**src/rtl/mem_io_bridge.sv**
```systemverilog
// CPU memory-port bridge: runs each CPU strobe cycle against asynchronous SRAM
// with programmable wait states, or against a single memory-mapped I/O word.
module mem_io_bridge #(
    parameter int          WAIT_STATES = 2,
    parameter logic [19:0] IO_ADDR     = 20'h0FFFF
) (
    input  logic        Clk,
    input  logic        Reset,
    input  logic        cpu_ce_n,
    input  logic        cpu_oe_n,
    input  logic        cpu_we_n,
    input  logic        cpu_ub_n,
    input  logic        cpu_lb_n,
    input  logic [19:0] cpu_addr,
    input  logic [15:0] cpu_wdata,
    output logic [15:0] cpu_rdata,
    output logic        mem_ready,
    input  logic [15:0] switches,
    output logic [15:0] hex_out,
    output logic [19:0] sram_addr,
    output logic        sram_ce_n,
    output logic        sram_oe_n,
    output logic        sram_we_n,
    output logic        sram_ub_n,
    output logic        sram_lb_n,
    input  logic [15:0] sram_dq_in,
    output logic [15:0] sram_dq_out,
    output logic        sram_dq_oe,
    output logic        access_err
);

    localparam logic [3:0] WS = 4'(WAIT_STATES);

    typedef enum logic [2:0] {
        S_IDLE,
        S_SETUP,
        S_ACCESS,
        S_DONE,
        S_RELEASE
    } state_t;

    state_t      state_q, state_d;
    logic [3:0]  cnt_q, cnt_d;
    logic [19:0] addr_q, addr_d;
    logic [15:0] wdata_q, wdata_d;
    logic        ub_q, ub_d, lb_q, lb_d, wr_q, wr_d;
    logic [15:0] rdata_q, rdata_d;
    logic [15:0] hex_q, hex_d;
    logic        err_q, err_d;

    logic req, illegal, released, active;

    assign req      = !cpu_ce_n && (cpu_oe_n ^ cpu_we_n);
    assign illegal  = !cpu_ce_n && !cpu_oe_n && !cpu_we_n;
    assign released = cpu_ce_n || (cpu_oe_n && cpu_we_n);

    always_ff @(posedge Clk or negedge Reset) begin
        if (!Reset) begin
            state_q <= S_IDLE;
            cnt_q   <= '0;
            addr_q  <= '0;
            wdata_q <= '0;
            ub_q    <= 1'b1;
            lb_q    <= 1'b1;
            wr_q    <= 1'b0;
            rdata_q <= '0;
            hex_q   <= '0;
            err_q   <= 1'b0;
        end else begin
            state_q <= state_d;
            cnt_q   <= cnt_d;
            addr_q  <= addr_d;
            wdata_q <= wdata_d;
            ub_q    <= ub_d;
            lb_q    <= lb_d;
            wr_q    <= wr_d;
            rdata_q <= rdata_d;
            hex_q   <= hex_d;
            err_q   <= err_d;
        end
    end

    always_comb begin
        state_d = state_q;
        cnt_d   = cnt_q;
        addr_d  = addr_q;
        wdata_d = wdata_q;
        ub_d    = ub_q;
        lb_d    = lb_q;
        wr_d    = wr_q;
        rdata_d = rdata_q;
        hex_d   = hex_q;
        err_d   = err_q;
        case (state_q)
            S_IDLE: begin
                if (illegal) begin
                    err_d   = 1'b1;
                    state_d = S_RELEASE;
                end else if (req) begin
                    addr_d  = cpu_addr;
                    wdata_d = cpu_wdata;
                    ub_d    = cpu_ub_n;
                    lb_d    = cpu_lb_n;
                    wr_d    = !cpu_we_n;
                    if (cpu_addr == IO_ADDR) begin
                        // I/O side effects land on the acceptance edge so they are visible in DONE
                        if (!cpu_we_n) begin
                            if (!cpu_ub_n) hex_d[15:8] = cpu_wdata[15:8];
                            if (!cpu_lb_n) hex_d[7:0]  = cpu_wdata[7:0];
                        end else begin
                            rdata_d = switches;
                        end
                        state_d = S_DONE;
                    end else begin
                        state_d = S_SETUP;
                    end
                end
            end
            S_SETUP: begin
                cnt_d   = WS;
                state_d = S_ACCESS;
            end
            S_ACCESS: begin
                if (cnt_q == 4'd0) begin
                    if (!wr_q) rdata_d = sram_dq_in;
                    state_d = S_DONE;
                end else begin
                    cnt_d = cnt_q - 4'd1;
                end
            end
            S_DONE:    state_d = S_RELEASE;
            S_RELEASE: if (released) state_d = S_IDLE;
            default:   state_d = S_IDLE;
        endcase
    end

    // Strobes decode straight from the registered state so reset deasserts them asynchronously
    assign active      = (state_q == S_SETUP) || (state_q == S_ACCESS);
    assign sram_addr   = active ? addr_q : '0;
    assign sram_ce_n   = !active;
    assign sram_ub_n   = active ? ub_q : 1'b1;
    assign sram_lb_n   = active ? lb_q : 1'b1;
    assign sram_oe_n   = !((state_q == S_ACCESS) && !wr_q);
    assign sram_we_n   = !((state_q == S_ACCESS) && wr_q);
    assign sram_dq_oe  = active && wr_q;
    assign sram_dq_out = (active && wr_q) ? wdata_q : '0;
    assign mem_ready   = (state_q == S_DONE);
    assign cpu_rdata   = rdata_q;
    assign hex_out     = hex_q;
    assign access_err  = err_q;

endmodule

```
**config.mk**
```make
export PLATFORM = sky130hd
export DESIGN_NAME = mem_io_bridge
export DESIGN_NICKNAME = d
export VERILOG_FILES = /design/src/rtl/mem_io_bridge.sv
export SDC_FILE = /design/constraint.sdc
export NUM_CORES = 1
export LEC_CHECK = 0
export BUFFER_PORTS_ARGS = -buffer_cell sky130_fd_sc_hd__buf_2
export CAP_MARGIN = 25
export CORE_MARGIN = 2
export CORE_UTILIZATION = 25
export CTS_BUF_LIST = sky130_fd_sc_hd__clkbuf_4 sky130_fd_sc_hd__clkbuf_8 sky130_fd_sc_hd__clkbuf_16
export DETAILED_ROUTE_END_ITERATION = 16
export PLACE_DENSITY = 0.55
export SLEW_MARGIN = 0
export SYNTH_ARGS = -nofsm -noshare
export SYNTH_HDL_FRONTEND = slang
export SYNTH_SLANG_ARGS = --single-unit
```
**constraint.sdc**
```tcl
create_clock -name Clk -period 3.07 [get_ports Clk]
set_input_delay 0.614 -clock Clk [delete_from_list [all_inputs] [get_ports Clk]]
set_output_delay 0.614 -clock Clk [all_outputs]
set_load 0.1 [all_outputs]
```
Word level (Yosys, flattened, before mapping)

Index checks and enable logic that the tools add are counted.
Widths: inputs -> output; s select.

Register bits after elaboration: 79

Add/subtract/negate cells: 1
Equality and inequality tests: 14
Muxes and demuxes: 19
Bitwise operators: 5
Reduce and logical (&&, ||, !) cells: 27

Operators with widths:

| kind                 | number |
|---|---|
| $mux 16              | 7 |
| $pmux 16 s2          | 1 |
| $eq 20x16->1 const B | 1 |
| $mux 20              | 1 |
| $ne 2x2->1 const B   | 8 |
| $pmux 3 s5           | 1 |
| $mux 3               | 4 |
| $reduce_and 6->1     | 2 |
| $pmux 4 s2           | 1 |
| $logic_and 1x1->1    | 7 |
| $logic_not 1->1      | 7 |
| $reduce_and 7->1     | 1 |
| $eq 3x2->1 const B   | 2 |
| $reduce_and 3->1     | 2 |
| $logic_not 4->1      | 1 |
| $mux 4               | 1 |
| $not 1->1            | 4 |
| $reduce_and 2->1     | 2 |
| $reduce_bool 2->1    | 2 |
| $sub 4x1->4 const B  | 1 |
| $eq 3x1->1 const B   | 1 |
| $eq 3x3->1 const B   | 1 |
| $logic_not 3->1      | 1 |
| $ne 3x3->1 const B   | 1 |
| 4 further kinds      | 6 |

Longest topological paths before layout

Gate-level depths: netlist (run 1).

Word-level depth: 5
Depth in mapped cells: 9
Mapped depth without buffers: 7

Worst setup path after synthesis (run 1)

No wires, ideal clock.

Path type: reg-to-output
From: register state_q[1]
To: output sram_dq_oe
Arrival: 3.129 ns
Data required time: 2.456 ns
Setup slack: -0.673 ns
Cell stages (with the launch flop): 8
Path buffers: 3
Cells stage by stage: dfrtp_1 clkbuf_1 xnor2_1 nor2_1 clkbuf_1 clkbuf_1 inv_1 nor2_1

Word-level cells in the longest chain between the ends: 3
Elaborated cells between the ends (all ways): 4
Those cells by class: eq/ne (2); reduce/logical (2)

RTL lines:

| what                                     | line | text |
|---|---|---|
| from (decl)                              | 42   | `state_t state_q, state_d;` |
| from (signal assigned)                   | 70   | `state_q <= state_d;` |
| $eq 3x1->1 or $eq 3x2->1 (tied branches) | 138  | `assign active = (state_q == S_SETUP) \|\| (state_q == S_ACCESS);` |
| $logic_or 1x1->1 (*)                     | 138  |  |
| $logic_and 1x1->1 (*)                    | 145  | `assign sram_dq_oe = active && wr_q;` |
| to (decl)                                | 28   | `output logic sram_dq_oe,` |

Every way passes the cells marked *; elsewhere a longest branch is shown, timed or not.

Worst setup path in the final report (run 1)

From: register state_q[1]
To: output sram_dq_out[7]

Word-level cells in the longest chain between the ends: 4
Elaborated cells between the ends (all ways): 5
Those cells by class: eq/ne (2); mux (1); reduce/logical (2)

RTL lines:

| what                                     | line | text |
|---|---|---|
| $eq 3x1->1 or $eq 3x2->1 (tied branches) | 138  |  |
| $logic_or 1x1->1 (*)                     | 138  |  |
| $logic_and 1x1->1 (*)                    | 146  | `assign sram_dq_out = (active && wr_q) ? wdata_q : '0;` |
| $mux 16 (*)                              | 146  |  |
| to (decl)                                | 27   | `output logic [15:0] sram_dq_out,` |

Marked as above.

==> reports/metrics.cfg, run 1 <==
[status]
status=finished, final reports clean

[sta]
fin_crit_sh_pct=93.3
finClkSkew_ps=6.83
maxSlewViolCount=0
min_period_ps=2860
rsz0062_at_grt=false
slew_headroom_pct=48.7
tightest_slew_ps=769
setup_viol=0
finalHoldViolations=0
fin_hold_ws_ps=244
fmax_mhz=349

[critical_path]
reg2reg_slack_ps=290
worst_ep_required_time_ps=2460
crit_end=sram_dq_out[7]
cp_cell_sequence=xnor2_1, nor2_2, buf_4, and3_1, buf_2
critPathMaxStageDelay_ps=610
reg2reg_from=state_q[1]$_DFFE_PN0P_
critPathKind=reg -> out
rr_worst_depth=5
crit_path_end_kind=primary output
critPathArrivalTime_ps=2250
timing.critical_path.buf_inv=2
critical_path.max_fanout=38
reg2reg_to=cpu_rdata[13]$_DFFE_PN0P_
cp-startpoint=state_q[1]$_DFFE_PN0P_
startpoint_type=flip-flop
path_delay_family=buffers and inverters
path_depth=5
crit_slowest_cell=dfrtp_1

[yosys]
postSynthCellCount=285
syn_nets=362
synth_compound_area_share_pct=7.38
synth_top_family_by_area=multiplexers
synth-simple-area-share_pct=16.9
synthMuxAreaShare_pct=18.2
ys_seq_area_share_pct=53.8
synth_cell_type_count=41
async_reset_ff_share_pct=100
yosys.area.top_type=dfrtp_1
synth-xor-area-share_pct=0.476
yosys_register_bits=79
syn_area_um2=3680
synth_area_per_cell_um2=12.9
synth_ff_type=dfrtp_1
synthTopCellsByArea=dfrtp_1 52%, mux2_2 12%, mux2_4 6.5%
synth.top_cell.area_share_pct=52.3
synth_warnings=0
synth_fa_ha_area_share_pct=0.680
synth_edf_count=0

[die]
die_y_um=125
coreArea_um2=14500
io_pins=151
die_w_um=125
num_rows=44
start_util_pct=25.4
dieArea_um2=15700

[clock_network]
root_buffer=clkbuf_16
ctsResizeCount=0
clkTransAtPathRegs_ps=70
cts_tree=yes
cts_made_buffers=9
clk_latency_ps=350
cts_setup_buffers=0
hold_buffers=0
clock_sinks=79
htreeDepth=3
cts.path.max_buffers=2

[job]
maxCapViolCount=0

[cells_and_area]
area_growth_pct=34.8
drive_gt1_share_pct=55.2
n_antenna_cell=0
num-nets-final=512

[routing]
dr_wl_met3_um=846
vias_per_cell=4.78
wl_met2_um=4730
postRouteWirelength_um=10400
drc=0
ant_nets=0
drt_iter0_drc=170
wl_per_cell_um=16.7
drtPass1Iterations=4
wl_met1_um=4710
via_count=2982
highest_layer=met5

[global_route]
grt_pass1_wl_um=16300
grt_pass1_vias=3033
grt_use_total_pct=13.4
antenna_found_initial=1
grt_start_max_net_pins=80
gr-total-overflow=0

[placement]
hpwl_um=7070
port_buffers=150
gp_congestion=0.775

[hold_path]
hold_class=in -> async

-- routing by layer --
| layer | vias to the layer above | GRT usage (%) |
|---|---|---|
| met5 | - | 0 |
| met1 | 1496 | 16.9 |
| met2 | 130 | 21.1 |
| li1 | 1344 | - |
| met3 | 10 | 5.52 |
| met4 | 2 | 3.66 |
-- cells by family after synthesis --
kind of cell	count (synthesis)
simple gates	92
flops	79
mux	54
compound gates	33
buf+inv	23
xor+xnor	2
fa+ha+maj	2
-- per-stage QoR --
stage | instance area [um2] | std cells | setup TNS (ps) | utilization (%) | worst slack (ps)
floorplan | 3690 | 285 | -208 | - | -208
global placement | 4630 | 606 | 0 | 32.0 | 164
detailed placement | 4630 | 606 | 0 | 32.0 | 102
CTS | 4910 | 622 | 0 | 33.9 | 78.6
global route | 4960 | 624 | 0 | 34.3 | 26.4
finish | 4960 | 624 | 0 | 34.3 | 207
-- placed cells by master (no fill, tap or decap), types with 4 or more instances in the layout --
cell	instances
dfrtp_1	77
and3_1	33
and2_1	20
nor3_1	4
inv_1	5
o21ai_0	6
mux2_2	38
clkbuf_16	9
buf_4	6
nor2_1	4
mux2_4	16
clkinvlp_4	4
buf_2	149
a221o_1	16
-- sequential cells by signal, indices dropped and copies added, names as in the netlist --
signal,cells
ub_q,1
cnt_q,4
addr_q,20
cpu_rdata,16
access_err,1
lb_q,1
wr_q,1
hex_out,16
state_q,3
wdata_q,16
-- how the worst min path moves through the flow --
stage,to,slack (ps),cells after the start
finish,hex_out[1]$_DFFE_PN0P_,240,1
floorplan,access_err$_DFFE_PN0P_,320,0
global route,hex_out[2]$_DFFE_PN0P_,260,1
CTS,access_err$_DFFE_PN0P_,460,1
global placement,access_err$_DFFE_PN0P_,440,1
detailed placement,access_err$_DFFE_PN0P_,450,1
-- worst register-to-register path, cell delays in order, from the launching register on --
cell and delay (ps):
dfrtp_1 610, nor3b_4 740, o21a_1 340, a211oi_4 130, and3b_1 450, a221o_1 380
-- cell usage after synthesis, drive strengths merged, types with 2 or more instances --
| library cell | count |
|---|---|
| mux2 | 54 |
| nand2b | 2 |
| clkbuf | 10 |
| inv | 5 |
| xnor2 | 2 |
| o21ai | 7 |
| a31oi | 2 |
| nand4b | 2 |
| a221o | 16 |
| nor3 | 8 |
| or3 | 4 |
| nor3b | 4 |
| nand2 | 4 |
| nand4 | 3 |
| dfstp | 2 |
| and3 | 33 |
| ha | 2 |
| nor4 | 2 |
| buf | 8 |
| and2 | 20 |
| dfrtp | 77 |
| nor2 | 7 |
| a21oi | 3 |
-- final cells by class --
class	count	area, um2
Tap cell	184	230
Multi-Input combinational cell	184	1630
Timing Repair Buffer	156	818
Fill cell	1455	9520
Clock buffer	9	225
Inverter	5	18.8
Clock inverter	7	56.3
Sequential cell	79	1980
Power of run 1 is not shown: default switching activity piles up to over one toggle a cycle in this logic, so the estimate is an artifact.
==> run 2, diff against run 1 <==
Settings changed: ABC_AREA set to 1, SKIP_CTS_REPAIR_TIMING set to 1.
==> run 2 against run 1 <==
  * Count of clock-buffer cells in the layout rose by 4
  * Synthesized cell count rose by 69%
  * Via count rose by 17%
  * Design area rose by 10%
  * Sequential cell count did not move
  * Clock skew fell by 3.2 ps
  * Die area rose by 1.0%
  * First-iteration DRC count fell by 6.5%
  * Core utilization rose by 3.4 points
  * Critical path type unchanged
==> reports/metrics.cfg, run 2 <==
[routing]
ant_nets=0  ; unchanged
drt_iter0_drc=159  ; -6.5%
drtPass1Iterations=4  ; unchanged
postRouteWirelength_um=10300  ; -1.5%
vias_per_cell=4.28  ; -10%
via_count=3499  ; +17%
wl_per_cell_um=12.6  ; -25%
drc=0  ; unchanged

[sta]
min_period_ps=2680  ; -186 ps
slew_headroom_pct=59.9  ; +11 points
finalHoldViolations=0  ; unchanged
rsz0062_at_grt=false
fin_crit_sh_pct=87.2  ; -6.1 points
finClkSkew_ps=3.60  ; -3.23 ps
maxSlewViolCount=0  ; unchanged
setup_viol=0  ; unchanged
fmax_mhz=373  ; +6.9%
tightest_slew_ps=601  ; -169 ps

[cells_and_area]
final_cells=817  ; +31%
n_antenna_cell=0  ; unchanged
area_growth_pct=47.2
largest_reg_flops=20  ; unchanged
drive_gt1_share_pct=33.8  ; -21 points
fin_area_um2=5480  ; +10%
fillers=1535  ; +5.5%
max_flop_register=addr_q
num-nets-final=705  ; +38%
layout_commonest_cell=nand2_1
layout_common_cells=172 x nand2_1, 124 x buf_2, 77 x dfrtp_1

[yosys]
async_reset_ff_share_pct=100  ; unchanged
synth.top_cell.area_share_pct=51.8  ; -0.55 points
ys_seq_area_share_pct=53.2  ; -0.56 points
syn_nets=559  ; +54%
syn_area_um2=3720  ; +1.1%
synth_cell_type_count=27  ; -34%
synthTopCellsByArea=dfrtp_1 52%, nand2_1 17%, o21ai_0 5.5%
synth_ff_type=dfrtp_1
yosys.area.top_type=dfrtp_1
synth_warnings=0  ; unchanged
yosys_register_bits=79  ; unchanged
synth_common_cells=172 x nand2_1, 77 x dfrtp_1, 53 x nor2_1, 50 x inv_1, 41 x o21ai_0
synth_edf_count=0  ; unchanged
synth_area_per_cell_um2=7.72  ; -40%
synthMostInstantiatedCell=nand2_1
postSynthCellCount=482  ; +69%

[die]
coreArea_um2=14500  ; +0.38%
io_pins=151  ; unchanged
dieArea_um2=15900  ; +1.0%
start_util_pct=25.6  ; +0.17 points
die_y_um=126  ; +0.51%
num_rows=44  ; unchanged
die_w_um=126  ; +0.51%

[global_route]
antenna_found_initial=0  ; -1
grt_use_total_pct=13.4  ; +0.045 points
grt_pass1_vias=3533  ; +16%
gr-total-overflow=0  ; unchanged
grt_start_max_net_pins=80  ; unchanged
grt_pass1_wl_um=17200  ; +5.5%

[clock_network]
root_buffer=clkbuf_16
clkTransAtPathRegs_ps=60  ; about the same
clock_sinks=79  ; unchanged
clk_latency_ps=330  ; -20 ps
cts_tree=yes
htreeDepth=3  ; unchanged
cts.path.max_buffers=2  ; unchanged
cts_made_buffers=9  ; unchanged

[critical_path]
crit_path_end_kind=primary output
cp-startpoint=state_q[1]$_DFFE_PN0P_
startpoint_type=flip-flop
reg2reg_to=cpu_rdata[5]$_DFFE_PN0P_
critPathArrivalTime_ps=2060  ; -190 ps
reg2reg_slack_ps=790  ; +500 ps
critPathKind=reg -> out
worst_ep_required_time_ps=2460  ; about the same
critical_path.max_fanout=16  ; -58%
rr_worst_depth=10  ; +5
reg2reg_from=state_q[0]$_DFFE_PN0P_
crit_end=sram_dq_out[6]

[placement]
gp_congestion=0.772  ; -0.44%
port_buffers=150  ; unchanged
dpl_cell_area_um2=5110  ; +10%
dp_cells=799  ; +32%
hpwl_um=7530  ; +6.4%

[hold_path]
hold_class=in -> async

[status]
status=finished, final reports clean

[job]
maxCapViolCount=0  ; unchanged

==> run 2: cell types whose count changed after synthesis, sizes merged, moves of 15 or more <==
| cell | change |
|---|---|
| nand3 | +25 |
| and3 | -33 |
| a221o | -16 |
| o21ai | +35 |
| and2 | -20 |
| nand4 | +15 |
| mux2 | -54 |
| inv | +48 |
| nor2 | +49 |
| nand2 | +170 |
==> run 2: cell families after synthesis <==
| family | after synthesis | share of synthesized area [%] |
|---|---|---|
| simple gates | 277 | 31.2 |
| flops | 79 | 53.2 |
| buf+inv | 76 | 8.11 |
| compound gates | 48 | 6.76 |
| fa+ha+maj | 2 | 0.673 |
==> run 2: metal layers <==
layer  GRT usage [%]  wire (um)  part of all wire (%)
met1            17.4       4600                    45
met2            21.2       4640                    45
met3            3.91        794                   7.7
met4            5.17        235                   2.3
met5               0          0                     0
==> run 2: worst min path at each step <==
stage | startpoint | end | slack [ps] | depth (start not counted)
6_report | Reset | cpu_rdata[0]$_DFFE_PN0P_ | 240 | 1
2_1_floorplan | Reset | access_err$_DFFE_PN0P_ | 320 | 0
3_5_place_dp | access_err$_DFFE_PN0P_ | access_err$_DFFE_PN0P_ | 460 | 1
3_3_place_gp | hex_out[5]$_DFFE_PN0P_ | hex_out[5]$_DFFE_PN0P_ | 450 | 2
5_1_grt | Reset | cpu_rdata[0]$_DFFE_PN0P_ | 270 | 1
4_1_cts | cnt_q[2]$_DFFE_PN0P_ | cnt_q[2]$_DFFE_PN0P_ | 460 | 1
==> run 2: worst max-delay path, cell delays in order, from the launching register on <==
cell and delay (ps):
dfrtp_1 400, inv_1 90, nand3_1 130, nand2_1 100, inv_1 70, nor2_4 150
clkinvlp_4 120, buf_12 170, nor2_2 80, buf_2 430
==> run 2: layout make-up <==
type | instances | area (um2) | share of cell area, %
multi-input combinational | 327 | 1560 | 28.5
sequential | 79 | 1980 | 36.2
inverter | 56 | 214 | 3.91
tap | 184 | 230 | 4.20
timing repair buffer | 155 | 1180 | 21.5
clock inverter | 3 | 40.0 | 0.731
clock buffer | 13 | 274 | 5.00
==> run 2: through the flow <==
stage / utilization (%) / hold WS [ps] / TNS (ps) / setup WS [ps]
after CTS: 37.4 / 464 / 0 / 168
after global routing: 37.7 / 266 / 0 / 219
after global placement: 35.2 / 451 / 0 / 624
after floorplan: - / 318 / -2850 / -259
after detailed placement: 35.2 / 456 / 0 / 543
final: 37.7 / 242 / 0 / 392
Power of run 2 is left out for the same reason.
==> run 3, diff against run 2 <==
==> constraint.sdc (replaced) <==
create_clock -name Clk -period 3.07 [get_ports Clk]
set_input_delay 0.307 -clock Clk [delete_from_list [all_inputs] [get_ports Clk]]
set_output_delay 0.307 -clock Clk [all_outputs]
set_load 0.1 [all_outputs]
==> run 3 against run 2 <==
  * First-iteration DRC count increased by 9.4%
  * Core utilization decreased by 0.87 points
  * Wire length increased by 2.3%
  * Maximum frequency decreased by 0.39%
==> reports/metrics.cfg, run 3 (synthesis gave the netlist of run 2 again) <==
[status]
status=finished, final reports clean

[sta]
finalHoldViolations=0  ; unchanged
slew_headroom_pct=42.9  ; -17 points
rsz0062_at_grt=false
min_period_ps=2690  ; +10.6 ps
tightest_slew_ps=855  ; +254 ps
maxSlewViolCount=0  ; unchanged
fmax_mhz=372  ; -0.39%
finClkSkew_ps=3.53  ; -0.0752 ps
tns_ps=0  ; unchanged
fin_crit_sh_pct=87.6  ; +0.34 points
fin_ws_ps=382  ; -10.6 ps
setup_viol=0  ; unchanged

[cells_and_area]
largest_reg_flops=20  ; unchanged
n_antenna_cell=0  ; unchanged
area_growth_pct=43.8
final_cells=819  ; +0.24%
fillers=1535  ; unchanged
num-nets-final=707  ; +0.28%
max_flop_register=addr_q
layout_commonest_cell=nand2_1
drive_gt1_share_pct=32.3  ; -1.5 points
layout_common_cells=172 x nand2_1, 133 x buf_2, 77 x dfrtp_1
fin_area_um2=5350  ; -2.3%

[routing]
drt_iter0_drc=174  ; +9.4%
postRouteWirelength_um=10500  ; +2.3%
drtPass1Iterations=4  ; unchanged
via_count=3545  ; +1.3%
drc=0  ; unchanged
wl_per_cell_um=12.8  ; +2.0%
vias_per_cell=4.33  ; +1.1%
ant_nets=0  ; unchanged

[placement]
gp_congestion=0.760  ; -1.6%
dp_cells=801  ; +0.25%
dpl_cell_area_um2=4940  ; -3.4%
hpwl_um=7730  ; +2.7%
port_buffers=150  ; unchanged
post-place-ws_ps=684  ; +142 ps

[critical_path]
crit_slowest_cell=dfrtp_1
critical_path.max_fanout=20  ; +4
path_delay_family=simple AND/OR/NAND/NOR gates
cp_cell_sequence=inv_1, nand3_2, nand2_1, inv_1, nor2_4, inv_1, nor2_2, buf_12
timing.critical_path.buf_inv=4  ; -1
reg2reg_from=state_q[0]$_DFFE_PN0P_
reg2reg_slack_ps=740  ; -50 ps
critPathMaxStageDelay_ps=390  ; -40 ps
worst_ep_required_time_ps=2760  ; +300 ps
startpoint_type=flip-flop
critPathArrivalTime_ps=2380  ; +320 ps
critPathKind=reg -> out
cp_common_cell=inv_1
rr_worst_depth=9  ; -1
reg2reg_to=cpu_rdata[15]$_DFFE_PN0P_
crit_path_end_kind=primary output

[clock_network]
cts.path.max_buffers=2  ; unchanged
clk_latency_ps=340  ; about the same
cts_made_buffers=9  ; unchanged
cts_tree=yes
root_buffer=clkbuf_16
htreeDepth=3  ; unchanged
clock_sinks=79  ; unchanged
clkTransAtPathRegs_ps=60  ; about the same

[hold_path]
worstHoldStart=cpu_addr[17]
hold_end=addr_q[17]$_DFFE_PN0P_
hold_path_depth=3
hold_class=in -> reg

[die]
coreArea_um2=14500  ; unchanged
die_y_um=126  ; unchanged
dieArea_um2=15900  ; unchanged
start_util_pct=25.6  ; unchanged
num_rows=44  ; unchanged
die_w_um=126  ; unchanged
io_pins=151  ; unchanged

[global_route]
gr-total-overflow=0  ; unchanged
grt_start_max_net_pins=80  ; unchanged
antenna_found_initial=0  ; unchanged
grt_pass1_wl_um=17500  ; +2.0%
grt_use_total_pct=13.7  ; +0.32 points
grt_pass1_vias=3545  ; +0.34%

[job]
maxCapViolCount=0  ; unchanged

[run 3: metrics by stage]
step	hold WS (ps)	util (%)
2_1_floorplan	11.4	-
3_3_place_gp	451	34.0
3_5_place_dp	456	34.0
4_1_cts	178	36.5
5_1_grt	190	36.8
6_report	189	36.8
[run 3: layout make-up]
cell class	count	area (um2)	area share, %
sequential	79	1980	37.0
clock buffer	9	225	4.21
inverter	56	210	3.93
clock inverter	7	144	2.69
tap	184	230	4.30
timing repair buffer	157	1070	20.0
multi-input combinational	327	1490	27.9
[run 3: routing by layer]
metal  share of wire [%]  up-vias  global-route usage (%)
met5                   0        -                       0
met3                 7.8       12                    4.12
met2                  46      131                    22.0
met4                 1.4        0                    4.59
met1                  44     1610                    17.7
li1                    -     1792                       -
[run 3: how the worst max path moves through the flow]
stage / startpoint / end / slack, ps / depth (start not counted)
floorplan: state_q[0]$_DFFE_PN0P_ / sram_addr[10] / -180 / 7
detailed placement: state_q[0]$_DFFE_PN0P_ / cpu_rdata[15]$_DFFE_PN0P_ / 680 / 9
global route: state_q[0]$_DFFE_PN0P_ / sram_dq_out[4] / 180 / 8
global placement: state_q[0]$_DFFE_PN0P_ / cpu_rdata[15]$_DFFE_PN0P_ / 750 / 9
CTS: state_q[0]$_DFFE_PN0P_ / sram_dq_out[4] / 310 / 8
finish: state_q[0]$_DFFE_PN0P_ / sram_dq_out[2] / 380 / 8
[run 3: worst reg2reg max path: cells and delay by family, from the launching register on]
kind / cells / cell delay, ps
and+or+nand+nor: 6 / 1430
buffers and inverters: 3 / 430
DFF: 1 / 370
Power of run 3 is left out for the same reason.
